--- config.mk ---
export PLATFORM = sky130hd
export DESIGN_NAME = keycode_lock_flat
export DESIGN_NICKNAME = d
export VERILOG_FILES = /design/src/rtl/keycode_pkg.sv /design/src/rtl/keycode_lock_if.sv /design/src/rtl/tick_counter.sv /design/src/rtl/keycode_lock.sv /design/src/flat_wrapper.sv
export SDC_FILE = /design/constraint.sdc
export NUM_CORES = 1
export LEC_CHECK = 0
export ABC_AREA = 1
export BUFFER_PORTS_ARGS = -buffer_cell sky130_fd_sc_hd__clkbuf_2
export CORE_ASPECT_RATIO = 0.7
export CORE_MARGIN = 2
export CORE_UTILIZATION = 57
export DETAILED_ROUTE_END_ITERATION = 6
export GPL_ROUTABILITY_DRIVEN = 0
export MAX_ROUTING_LAYER = met4
export PLACE_DENSITY = 0.85
export SLEW_MARGIN = 10
export SYNTH_ARGS = -nofsm -noshare
export SYNTH_HDL_FRONTEND = slang
export SYNTH_SLANG_ARGS = --single-unit
--- constraint.sdc ---
create_clock -name sysclk -period 2.1 [get_ports sysclk]
set_input_delay 0.42 -clock sysclk [delete_from_list [all_inputs] [get_ports sysclk]]
set_output_delay 0.42 -clock sysclk [all_outputs]
set_load 0.05 [all_outputs]
--- src/rtl/keycode_pkg.sv ---
// Shared constants and helpers for the keycode lock: FSM state encoding,
// a ceil(log2) helper and the width of the shared tick timer.
package keycode_pkg;

  // FSM state encoding (3 bits, kept as plain constants for legacy tools)
  localparam logic [2:0] IDLE    = 3'd0;
  localparam logic [2:0] ENTRY   = 3'd1;
  localparam logic [2:0] CHECK   = 3'd2;
  localparam logic [2:0] OPEN    = 3'd3;
  localparam logic [2:0] LOCKOUT = 3'd4;

  // Number of bits needed to hold values 0..value-1
  function automatic int clog2(input int value);
    int r;
    r = 0;
    for (int p = 1; p < value; p = p * 2) begin
      r = r + 1;
    end
    return r;
  endfunction

  // Width of a timer that must be able to count up to the largest limit
  function automatic int timer_width(input int a, input int b, input int c);
    int m;
    m = a;
    if (b > m) m = b;
    if (c > m) m = c;
    return clog2(m + 1);
  endfunction

  // Timer width for the default limits (16 / 8 / 32 ticks)
  localparam int TIMER_W = timer_width(16, 8, 32);

endpackage

--- src/rtl/keycode_lock_if.sv ---
// Key inputs, timebase strobe and status outputs of the keycode lock.
interface keycode_lock_if #(
  parameter int CNT_W = 3
);
  logic             tick;
  logic             X0_deb;
  logic             X1_deb;
  logic             unlock;
  logic             alarm;
  logic             err_pulse;
  logic [CNT_W-1:0] entry_cnt;
  logic [3:0]       tries_left;

  modport master (
    output tick, X0_deb, X1_deb,
    input  unlock, alarm, err_pulse, entry_cnt, tries_left
  );

  modport slave (
    input  tick, X0_deb, X1_deb,
    output unlock, alarm, err_pulse, entry_cnt, tries_left
  );
endinterface

--- src/rtl/tick_counter.sv ---
// Counts timebase ticks up to a limit; shared by the entry timeout, the open
// window and the lockout period. Saturates at the limit until cleared.
module tick_counter
  import keycode_pkg::*;
#(
  parameter int W = TIMER_W
) (
  input  logic         sysclk,
  input  logic         reset,
  input  logic         clr,
  input  logic         tick,
  input  logic [W-1:0] limit,
  output logic         done
);

  logic [W-1:0] count_r;

  assign done = (count_r == limit);

  // Tick accumulator: clear wins over tick, hold once the limit is reached
  always_ff @(posedge sysclk or posedge reset) begin
    if (reset) begin
      count_r <= '0;
    end else if (clr) begin
      count_r <= '0;
    end else if (tick && !done) begin
      count_r <= count_r + W'(1);
    end else begin
      count_r <= count_r;
    end
  end

endmodule

--- src/rtl/keycode_lock.sv ---
// Keycode lock: shifts debounced 0/1 key pulses into an entry, compares it
// against a fixed code, opens on a match and locks out after too many misses.
module keycode_lock
  import keycode_pkg::*;
#(
  parameter int                  CODE_LEN      = 4,
  parameter logic [CODE_LEN-1:0] CODE          = 4'b1011,
  parameter int                  MAX_TRIES     = 3,
  parameter int                  TIMEOUT_TICKS = 16,
  parameter int                  OPEN_TICKS    = 8,
  parameter int                  LOCK_TICKS    = 32
) (
  input  logic          sysclk,
  input  logic          reset,
  keycode_lock_if.slave bus
);

  localparam int              CNT_W = clog2(CODE_LEN + 1);
  localparam int              TW    = timer_width(TIMEOUT_TICKS, OPEN_TICKS, LOCK_TICKS);
  localparam logic [CNT_W-1:0] LEN_C = CNT_W'(CODE_LEN);
  localparam logic [3:0]      MAX_C = 4'(MAX_TRIES);

  logic [2:0]          state_r;
  logic [2:0]          state_next_s;
  logic [CODE_LEN-1:0] sr_r;
  logic [CODE_LEN-1:0] sr_shift_s;
  logic [CNT_W-1:0]    entry_cnt_r;
  logic [3:0]          tries_r;
  logic                unlock_r;
  logic                alarm_r;
  logic                err_r;
  logic                key_s;
  logic                bit_s;
  logic                match_s;
  logic                shift_s;
  logic                flush_s;
  logic                hold_clr_s;
  logic                timer_clr_s;
  logic                timer_done_s;
  logic [TW-1:0]       limit_s;

  // Exactly one key high is a key event; both high together is ignored
  assign key_s   = bus.X0_deb ^ bus.X1_deb;
  assign bit_s   = bus.X1_deb;
  assign match_s = (sr_r == CODE);

  // Entry shifted left with the new key as LSB (first key ends up as MSB)
  always_comb begin
    sr_shift_s    = sr_r << 1;
    sr_shift_s[0] = bit_s;
  end

  // Next-state and datapath control decisions
  always_comb begin
    state_next_s = state_r;
    shift_s      = 1'b0;
    flush_s      = 1'b0;
    hold_clr_s   = 1'b0;
    case (state_r)
      IDLE: begin
        hold_clr_s = 1'b1;
        if (key_s) begin
          shift_s      = 1'b1;
          state_next_s = (CODE_LEN == 1) ? CHECK : ENTRY;
        end else begin
          state_next_s = IDLE;
        end
      end
      ENTRY: begin
        if (key_s) begin
          shift_s    = 1'b1;
          hold_clr_s = 1'b1;
          if ((entry_cnt_r + CNT_W'(1)) == LEN_C) begin
            state_next_s = CHECK;
          end else begin
            state_next_s = ENTRY;
          end
        end else if (timer_done_s) begin
          flush_s      = 1'b1;
          state_next_s = IDLE;
        end else begin
          state_next_s = ENTRY;
        end
      end
      CHECK: begin
        flush_s    = 1'b1;
        hold_clr_s = 1'b1;
        if (match_s) begin
          state_next_s = OPEN;
        end else if (tries_r == 4'd1) begin
          state_next_s = LOCKOUT;
        end else begin
          state_next_s = IDLE;
        end
      end
      OPEN: begin
        if (timer_done_s) begin
          state_next_s = IDLE;
        end else begin
          state_next_s = OPEN;
        end
      end
      LOCKOUT: begin
        if (timer_done_s) begin
          state_next_s = IDLE;
        end else begin
          state_next_s = LOCKOUT;
        end
      end
      default: begin
        hold_clr_s   = 1'b1;
        flush_s      = 1'b1;
        state_next_s = IDLE;
      end
    endcase
  end

  // Timer is cleared on every state change and whenever a key restarts it
  assign timer_clr_s = hold_clr_s | (state_next_s != state_r);

  // Select the tick limit that applies to the current state
  always_comb begin
    limit_s = TW'(TIMEOUT_TICKS);
    case (state_r)
      ENTRY:   limit_s = TW'(TIMEOUT_TICKS);
      OPEN:    limit_s = TW'(OPEN_TICKS);
      LOCKOUT: limit_s = TW'(LOCK_TICKS);
      default: limit_s = TW'(TIMEOUT_TICKS);
    endcase
  end

  tick_counter #(.W(TW)) u_timer (
    .sysclk (sysclk),
    .reset  (reset),
    .clr    (timer_clr_s),
    .tick   (bus.tick),
    .limit  (limit_s),
    .done   (timer_done_s)
  );

  // State, entry shift register, bit count and remaining tries
  always_ff @(posedge sysclk or posedge reset) begin
    if (reset) begin
      state_r     <= IDLE;
      sr_r        <= '0;
      entry_cnt_r <= '0;
      tries_r     <= MAX_C;
    end else begin
      state_r <= state_next_s;
      if (shift_s) begin
        sr_r        <= sr_shift_s;
        entry_cnt_r <= entry_cnt_r + CNT_W'(1);
      end else if (flush_s) begin
        sr_r        <= '0;
        entry_cnt_r <= '0;
      end else begin
        sr_r        <= sr_r;
        entry_cnt_r <= entry_cnt_r;
      end
      if (state_r == CHECK) begin
        tries_r <= match_s ? MAX_C : (tries_r - 4'd1);
      end else if ((state_r == LOCKOUT) && (state_next_s == IDLE)) begin
        tries_r <= MAX_C;
      end else begin
        tries_r <= tries_r;
      end
    end
  end

  // Status outputs registered from the state being entered
  always_ff @(posedge sysclk or posedge reset) begin
    if (reset) begin
      unlock_r <= 1'b0;
      alarm_r  <= 1'b0;
      err_r    <= 1'b0;
    end else begin
      unlock_r <= (state_next_s == OPEN);
      alarm_r  <= (state_next_s == LOCKOUT);
      err_r    <= (state_r == CHECK) && !match_s;
    end
  end

  assign bus.unlock     = unlock_r;
  assign bus.alarm      = alarm_r;
  assign bus.err_pulse  = err_r;
  assign bus.entry_cnt  = entry_cnt_r;
  assign bus.tries_left = tries_r;

endmodule

--- src/flat_wrapper.sv ---
// flat-port wrapper written by rule: the top's interface ports become plain ports
module keycode_lock_flat import keycode_pkg::*;
#(
  parameter int                  CODE_LEN      = 4,
  parameter logic [CODE_LEN-1:0] CODE          = 4'b1011,
  parameter int                  MAX_TRIES     = 3,
  parameter int                  TIMEOUT_TICKS = 16,
  parameter int                  OPEN_TICKS    = 8,
  parameter int                  LOCK_TICKS    = 32
)
  (sysclk, reset, bus_tick, bus_X0_deb, bus_X1_deb, bus_unlock, bus_alarm, bus_err_pulse, bus_entry_cnt, bus_tries_left);
  keycode_lock_if #(.CNT_W(3)) bus_i ();
  input  logic sysclk;
  input  logic reset;
  input wire logic [$bits(bus_i.tick)-1:0] bus_tick;
  input wire logic [$bits(bus_i.X0_deb)-1:0] bus_X0_deb;
  input wire logic [$bits(bus_i.X1_deb)-1:0] bus_X1_deb;
  output wire logic [$bits(bus_i.unlock)-1:0] bus_unlock;
  output wire logic [$bits(bus_i.alarm)-1:0] bus_alarm;
  output wire logic [$bits(bus_i.err_pulse)-1:0] bus_err_pulse;
  output wire logic [$bits(bus_i.entry_cnt)-1:0] bus_entry_cnt;
  output wire logic [$bits(bus_i.tries_left)-1:0] bus_tries_left;
  assign bus_i.tick = bus_tick;
  assign bus_i.X0_deb = bus_X0_deb;
  assign bus_i.X1_deb = bus_X1_deb;
  assign bus_unlock = bus_i.unlock;
  assign bus_alarm = bus_i.alarm;
  assign bus_err_pulse = bus_i.err_pulse;
  assign bus_entry_cnt = bus_i.entry_cnt;
  assign bus_tries_left = bus_i.tries_left;
  keycode_lock #(.CODE_LEN(CODE_LEN), .CODE(CODE), .MAX_TRIES(MAX_TRIES), .TIMEOUT_TICKS(TIMEOUT_TICKS), .OPEN_TICKS(OPEN_TICKS), .LOCK_TICKS(LOCK_TICKS)) u_core (.sysclk(sysclk), .reset(reset), .bus(bus_i));
endmodule
==> flow_summary.ini, run 1 <==
[layout]
instances_no_fill = 212
drive_above_1_share_pct = 27.8
final_nets = 192
final_common_cell = inv_1
mostFrequentLayoutCells = inv_1 (31), nand2_1 (25), dfrtp_1 (21)
diodes = 0
area_growth_pct = 10.2

[grt]
grt_pass1_vias = 1092
grt_usage_pct = 22.6
antenna_found_initial = 0
grt_pass1_wl_um = 4660
grt_overflow = 0
grt_max_degree = 24

[pwr]
p_seq_share_pct = 33.7
p_int_mw = 1.02
power_mw = 2.12
clkPwrFrac_pct = 9.6
p_leak_nw = 0.789
peakVddDrop_mv = 0.797
power.switching_mw = 1.10
p_comb_share_pct = 56.8
swShare_pct = 51.9
power_density_nw_per_um2 = 1410

[logic_synthesis]
ys_ff_latch = 23
synth.distinct_cells = 29
synth-async-reset-ratio_pct = 100
synth_cells = 162
synth_edf_count = 0
synth-warning-count = 0
seq_area_frac_synth_pct = 42.5
syn-cell-area_um2 = 1360
ys.flop_type = dfrtp_1
syn_area_per_cell_um2 = 8.40
syn-num-nets = 173

[clock_network]
clk_pin_slew_ns = 0.12
cts_tree = done
cts_inserted_buffers = 3
post-cts-setup-buffer-count = 0
cts.sinks = 23
clk_path_buf_depth = 2
root_buffer = clkbuf_4
cts_resized = 0
insertion_delay_ns = 0.31
holdBufCountCts = 0
htree_levels = 1

[sta]
period_minus_slack_ns = 1.85
fmaxAchievable_mhz = 541
fin_setup_tns_ns = 0
slew_viol_final = 0
setup_slack_ns = 0.251
worst_slew_pin_slew_ns = 0.411
setup_violations = 0
hold_viol_final = 0
relSlewSlack_pct = 72.4
skew_ns = 0.00740
rsz0062_at_grt = false
min_period_over_period_pct = 88.1
holdWs_ns = 0.101

[worst_hold_path]
hold_class = input port to asynchronous set/reset pin

[detailed_routing]
wirelength_um = 2660
wl_met1_um = 1250
via_per_inst = 5.18
avgRoutedWirePerCell_um = 12.5
antenna_left = 0
top_layer_used = met4
via_count = 1099
wl_met2_um = 1280
drt-pass1-iter-count = 4
drt_iter0_markers = 48
route.detailed.drc = 0
met3_length_um = 114

[floorplan]
row_count = 14
die_area_um2 = 2800
die_y_um = 44.9
start_util_pct = 61.7
die_w_um = 62.4
coreArea_um2 = 2210
num_io_pins = 15

[placement]
post-place-ws_ns = 0.290
hpwlAfterDp_um = 2120
port_buffers = 14
place_inst = 208

[worst_setup_path]
arrival_ns = 2.06
critPathLaunchType = register
critical_path_peak_fanout = 6
critPathKind = register to register
worstSetupEndpointType = register
cp.required_ns = 2.31

[flow_run]
max_cap_violations = 0

[outcome]
status = complete, no violations
Yosys cell counts (2+ instances only):
| library cell | number | area share (%) |
|---|---|---|
| nand3_2 | 5 | 3.7 |
| dfstp_2 | 2 | 3.9 |
| nand2_4 | 3 | 2.5 |
| dfrtp_1 | 21 | 39 |
| o22ai_1 | 5 | 2.3 |
| o21ai_1 | 2 | 0.74 |
| nand4_1 | 5 | 2.3 |
| nor2_1 | 7 | 1.9 |
| nor2_4 | 3 | 2.5 |
| inv_1 | 31 | 8.5 |
| nand2_2 | 5 | 2.3 |
| nand2_1 | 25 | 6.9 |
| nand3_1 | 11 | 4.0 |
| nor2_2 | 9 | 4.1 |
| o21ai_0 | 4 | 1.5 |
| a21oi_1 | 2 | 0.74 |
| inv_2 | 3 | 0.83 |
| xnor2_1 | 3 | 1.9 |
| ha_1 | 6 | 5.5 |
cells by family (layout without fill, tap and decap cells):
logic type / count (synthesis) / in the layout / synth area share [%]
compound gates: 18 / 18 / 8.09
xor+xnor: 3 / 3 / 1.93
fa+ha+maj: 6 / 6 / 5.51
buf+inv: 35 / 53 / 9.74
flops: 23 / 23 / 42.5
mux: 1 / 1 / 0.735
simple gates: 76 / 76 / 31.5
flip-flops by register name, indices dropped and copies added (netlist names):
register and cells:
u_core.u_timer.count_r 6, u_core.sr_r 4, u_core.bus.err_pulse 1, u_core.bus.tries_left 4, u_core.state_r 3, u_core.bus.alarm 1, u_core.bus.entry_cnt 3, u_core.bus.unlock 1
critical path, cell delays in order (launching register included):
cell and delay [ns]:
dfrtp_1 0.48, nor2_2 0.23, nand2_2 0.13, a21oi_2 0.17
nor2_2 0.07, nand2_4 0.11, nand3_2 0.09, nor2_2 0.19
nand4_1 0.13, nand2_1 0.12, nor2_2 0.04
stage by stage:
step | utilization (%) | cell area (um^2)
after floorplan | - | 1360
after global placement | 66.8 | 1470
after global routing | 68.0 | 1500
final | 68.0 | 1500
after CTS | 68.0 | 1500
after detailed placement | 66.8 | 1470
path summary, 6_finish.rpt:
kind | slack (ns) | endpoint | start | depth (start not counted)
min | 0.10 | u_core.bus.tries_left[3] | reset | 3
max | 0.25 | u_core.u_timer.count_r[5] | u_core.state_r[0] | 10
max reg2reg | 0.25 | u_core.u_timer.count_r[5] | u_core.state_r[0] | 10
min in group sysclk | 0.34 | u_core.sr_r[0] | bus_X1_deb | 3
min reg2reg | 0.53 | u_core.bus.entry_cnt[0] | u_core.bus.entry_cnt[0] | 1
max in group asynchronous | 1.72 | u_core.bus.tries_left[1] | reset | 3
cell type report:
cell class / instances / area, um^2
clock buffer: 4 / 26.3
fill: 177 / 707
inverter: 34 / 128
multi-input combinational: 104 / 651
sequential: 23 / 578
tap: 32 / 40.0
timing repair buffer: 15 / 77.6
power by group through the flow:
stage	clock [mW]	combinational, mW	sequential (mW)
6_report	0.203	1.20	0.714
3_5_place_dp	0	1.20	0.722
5_1_grt	0.227	1.32	0.732
3_3_place_gp	0	1.15	0.709
2_1_floorplan	0	0.709	0.969
4_1_cts	0.204	1.21	0.711
per-layer routing:
metal / global-route usage (%) / vias up
met2: 39.8 / 34
met4: 5.33 / 0
met3: 5.24 / 4
met1: 27.2 / 510
li1: - / 551
met5: - / -
(Power assumes the default switching activity.)
==> inputs of run 2 (changes only) <==
CORE_UTILIZATION = 54   (was 57)
PLACE_DENSITY = 0.81   (was 0.85)
==> run 2 against run 1 <==
  * Register-to-register slack better by 0.03 ns
  * Final cell count grew 0.94%
  * Routed wire length is 6.0% lower
  * First-iteration DRC count up 35%
  * Critical endpoint unchanged
  * Critical path depth up 2
  * Via count shrank 1.0%
  * Global-route usage fell by 2.6 points
  * Design area up 0.17%
==> flow_summary.ini, run 2 (same netlist as run 1, synthesis figures left out) <==
[grt]
grt_pass1_wl_um = 4240
grt_max_degree = 24
grt_usage_pct = 20.0
grt_overflow = 0
antenna_found_initial = 0
grt_pass1_vias = 959

[detailed_routing]
avgRoutedWirePerCell_um = 11.7
drt_iter0_markers = 65
antenna_left = 0
wirelength_um = 2500
via_count = 1088
drt-pass1-iter-count = 4
route.detailed.drc = 0
via_per_inst = 5.08

[flow_run]
max_cap_violations = 0

[clock_network]
post-cts-setup-buffer-count = 0
holdBufCountCts = 0
clk_path_buf_depth = 2
cts_tree = done
clk_pin_slew_ns = 0.12
cts_resized = 0
cts.sinks = 23
cts_inserted_buffers = 3
root_buffer = clkbuf_4
insertion_delay_ns = 0.31
htree_levels = 1

[worst_setup_path]
critPathKind = register to register
rr_worst_depth = 12
critPathLaunchType = register
path_cells = nor2_2, nand2_2, nand2_1, nand3_2, nor2_4, nand3_1, nand2_1, nand3_2, nand2_1, nand2_2, nand2_4, nor2_2
arrival_ns = 2.04
worstSetupEndpoint = u_core.u_timer.count_r[5]
r2r-start = u_core.state_r[0]
crit_buf_inv = 0
worst_r2r_endpoint = u_core.u_timer.count_r[5]
cpMaxStageDelayCell = dfrtp_1
crit_cells = 12
crit_family = simple AND/OR/NAND/NOR gates
worstSetupEndpointType = register
critPathLaunch = u_core.state_r[0]
critPathMaxStageDelay_ns = 0.46
rrSetupSlack_ns = 0.28
cp.required_ns = 2.32
critical_path_peak_fanout = 6
crit_path_frequent_cell = nand2_1

[pwr]
peakVddDrop_mv = 1.22
p_leak_nw = 0.789
power_mw = 2.11
power_density_nw_per_um2 = 1400

[floorplan]
coreArea_um2 = 2420
row_count = 15
die_y_um = 46.0
die_w_um = 64.0
start_util_pct = 56.2
die_area_um2 = 2950
num_io_pins = 15

[layout]
mostFrequentLayoutCells = inv_1 (31), nand2_1 (25), dfrtp_1 (21)
final_nets = 192
area_growth_pct = 10.4
nFillCells = 215
diodes = 0
top_register = u_core.u_timer.count_r
final_area_um2 = 1500
largest_register_ffs = 6
final_common_cell = inv_1
drive_above_1_share_pct = 27.8
final_util_pct = 62.1

[sta]
period_minus_slack_ns = 1.82
min_period_over_period_pct = 86.6
worst_slew_pin_slew_ns = 0.364
skew_ns = 0.00526
fmaxAchievable_mhz = 550
fin_setup_tns_ns = 0
setup_violations = 0
setup_slack_ns = 0.282
slew_viol_final = 0
rsz0062_at_grt = false
relSlewSlack_pct = 75.6
hold_viol_final = 0

[placement]
port_buffers = 14
post-place-ws_ns = 0.311
hpwlAfterDp_um = 1930
dpl_cell_area_um2 = 1480

[worst_hold_path]
hold_class = input port to asynchronous set/reset pin

[outcome]
status = complete, no violations
run 2: cell counts in the layout (fill, tap and decap cells not counted):
Identical to the previous run, type by type.
run 2: cell type report:
type	instances	area (um^2)	area share [%]
Clock buffer	4	26.3	1.75
Timing Repair Buffer	15	77.6	5.16
Multi-Input combinational cell	104	651	43.3
Sequential cell	23	578	38.5
Tap cell	34	42.5	2.83
Inverter	34	128	8.49
run 2: worst min path at each step:
stage	to	slack (ns)	cells past startpoint
floorplan	u_core.bus.alarm	0.42	1
global placement	u_core.bus.alarm	0.45	3
detailed placement	u_core.u_timer.count_r[0]	0.48	3
CTS	u_core.sr_r[1]	0.12	3
global route	u_core.u_timer.count_r[0]	0.13	3
finish	u_core.u_timer.count_r[3]	0.12	3
run 2: metal layers:
metal | up-vias | track usage (%) | share of wire, %
met5 | - | - | 0
met4 | 0 | 5.22 | 0.76
met3 | 2 | 6.19 | 5.3
met2 | 25 | 29.2 | 43
met1 | 510 | 27.2 | 51
li1 | 551 | - | -
run 2: where the power goes:
group | internal, mW | switching (mW)
logic | 0.349 | 0.845
registers | 0.597 | 0.113
clock network | 0.0742 | 0.128
total | 1.02 | 1.09
run 2: through the flow:
step                std cells  hold WS [ns]
floorplan                 162         0.420
global placement          210         0.453
detailed placement        210         0.476
CTS                       214         0.115
global route              214         0.135
finish                    214         0.116
run 2: worst min-delay path, cell delays in order:
cell and delay (ns):
clkbuf_2 0.08, inv_1 0.04, buf_4 0.29
==> inputs of run 3 (changes only) <==
RECOVER_POWER = 25   (was unset)
==> run 3 against run 2 <==
  * Global-route usage is the same
  * Routed wire length grew 0.12%
  * Largest power group unchanged
  * Sequential cell count is the same
  * Design area shrank 0.25%
  * Setup slack gained 0.0020 ns
  * Non-clock buffer count is the same
  * Worst hold slack gained 0.23 ns
==> flow_summary.ini, run 3 (same netlist as run 1, synthesis figures left out) <==
[outcome]
status = complete, no violations

[pwr]
power_mw = 2.11
power_density_nw_per_um2 = 1410
swShare_pct = 51.6
clkPwrFrac_pct = 9.7
p_comb_share_pct = 56.6
p_seq_share_pct = 33.7
peakVddDrop_mv = 1.22
p_leak_nw = 0.785
power.switching_mw = 1.09
p_int_mw = 1.02

[detailed_routing]
via_per_inst = 5.13
route.detailed.drc = 0
antenna_left = 0
via_count = 1097
drt-pass1-iter-count = 4
wirelength_um = 2500
drt_iter0_markers = 68
avgRoutedWirePerCell_um = 11.7

[layout]
final_nets = 192
seq_area_um2 = 578
diodes = 0
drive_above_1_share_pct = 27.2
final_common_cell = inv_1
nFillCells = 217
final_util_pct = 61.9
largest_register_ffs = 6
multi_input_area_um2 = 651
mostFrequentLayoutCells = inv_1 (31), nand2_1 (25), dfrtp_1 (21)
top_register = u_core.u_timer.count_r
area_growth_pct = 10.1

[sta]
fin_setup_tns_ns = 0
setup_violations = 0
skew_ns = 0.00430
worst_slew_pin_slew_ns = 1.23
slew_viol_final = 0
hold_viol_final = 0
rsz0062_at_grt = false
relSlewSlack_pct = 18.1
fmaxAchievable_mhz = 551
period_minus_slack_ns = 1.82
min_period_over_period_pct = 86.5

[clock_network]
insertion_delay_ns = 0.31
cts_inserted_buffers = 3
cts.sinks = 23
clk_pin_slew_ns = 0.12
root_buffer = clkbuf_4
cts_tree = done
htree_levels = 1
post-cts-setup-buffer-count = 0
cts_resized = 0
holdBufCountCts = 0
clk_path_buf_depth = 2

[grt]
grt_max_degree = 24
grt_pass1_wl_um = 4240
grt_overflow = 0
grt_usage_pct = 20.0
grt_pass1_vias = 959
antenna_found_initial = 0

[worst_setup_path]
cp.required_ns = 2.32
path_cells = nor2_2, nand2_2, nand2_1, nand3_2, nor2_4, nand3_1, nand2_1, nand3_2, nand2_1, nand2_2, nand2_4, nor2_2
critical_path_peak_fanout = 6
crit_family = simple AND/OR/NAND/NOR gates
critPathMaxStageDelay_ns = 0.46
rrSetupSlack_ns = 0.28
cpMaxStageDelayCell = dfrtp_1
critPathLaunchType = register
worstSetupEndpointType = register
crit_buf_inv = 0
critPathKind = register to register
crit_path_frequent_cell = nand2_1
arrival_ns = 2.03

[worst_hold_path]
hold_class = input port to register

[floorplan]
die_area_um2 = 2950
die_w_um = 64.0
die_y_um = 46.0
start_util_pct = 56.2
row_count = 15
num_io_pins = 15
coreArea_um2 = 2420

[placement]
hpwlAfterDp_um = 1930
port_buffers = 14

[flow_run]
max_cap_violations = 0
-- run 3: routing by layer --
layer | vias to the layer above | track usage [%] | routed length (um)
met5 | - | - | 0
met3 | 2 | 6.19 | 143
met4 | 0 | 5.22 | 19
met1 | 514 | 27.2 | 1240
li1 | 552 | - | -
met2 | 29 | 29.2 | 1100
-- run 3: cell type report --
| class | instances | area share (%) |
|---|---|---|
| Clock buffer | 4 | 1.75 |
| Inverter | 34 | 8.51 |
| Multi-Input combinational cell | 104 | 43.4 |
| Sequential cell | 23 | 38.6 |
| Tap cell | 34 | 2.84 |
| Timing Repair Buffer | 15 | 4.92 |
-- run 3: tightest hold or removal path: stages --
cell,delay [ns]
clkbuf_2,0.10
nand2_1,0.06
o21ai_1,0.05
-- run 3: worst paths after layout --
path                                              start                        end  cells past startpoint
worst max-delay path                  u_core.state_r[0]  u_core.u_timer.count_r[5]                     12
worst min-delay path                         bus_X1_deb             u_core.sr_r[0]                      3
worst max register to register        u_core.state_r[0]  u_core.u_timer.count_r[5]                     12
worst min register to register  u_core.bus.entry_cnt[0]    u_core.bus.entry_cnt[0]                      1
max in group asynchronous                         reset  u_core.u_timer.count_r[2]                      3
min in group asynchronous                         reset  u_core.u_timer.count_r[5]                      3
-- run 3: power by group through the flow --
stage / Combinational, mW / Clock [mW] / Sequential [mW]
4_1_cts: 1.20 / 0.219 / 0.711
2_1_floorplan: 0.709 / 0 / 0.969
6_report: 1.19 / 0.203 / 0.710
3_3_place_gp: 1.17 / 0 / 0.711
3_5_place_dp: 1.19 / 0 / 0.720
5_1_grt: 1.32 / 0.232 / 0.728
-- run 3: stage by stage --
stage	setup slack (ns)	cell area, um^2	cells	hold slack [ns]
after floorplan	0.371	1360	162	0.420
after global placement	0.362	1480	210	0.453
after detailed placement	0.311	1480	210	0.476
after CTS	0.288	1500	214	0.115
after global routing	0.141	1500	214	0.334
final	0.284	1500	214	0.346
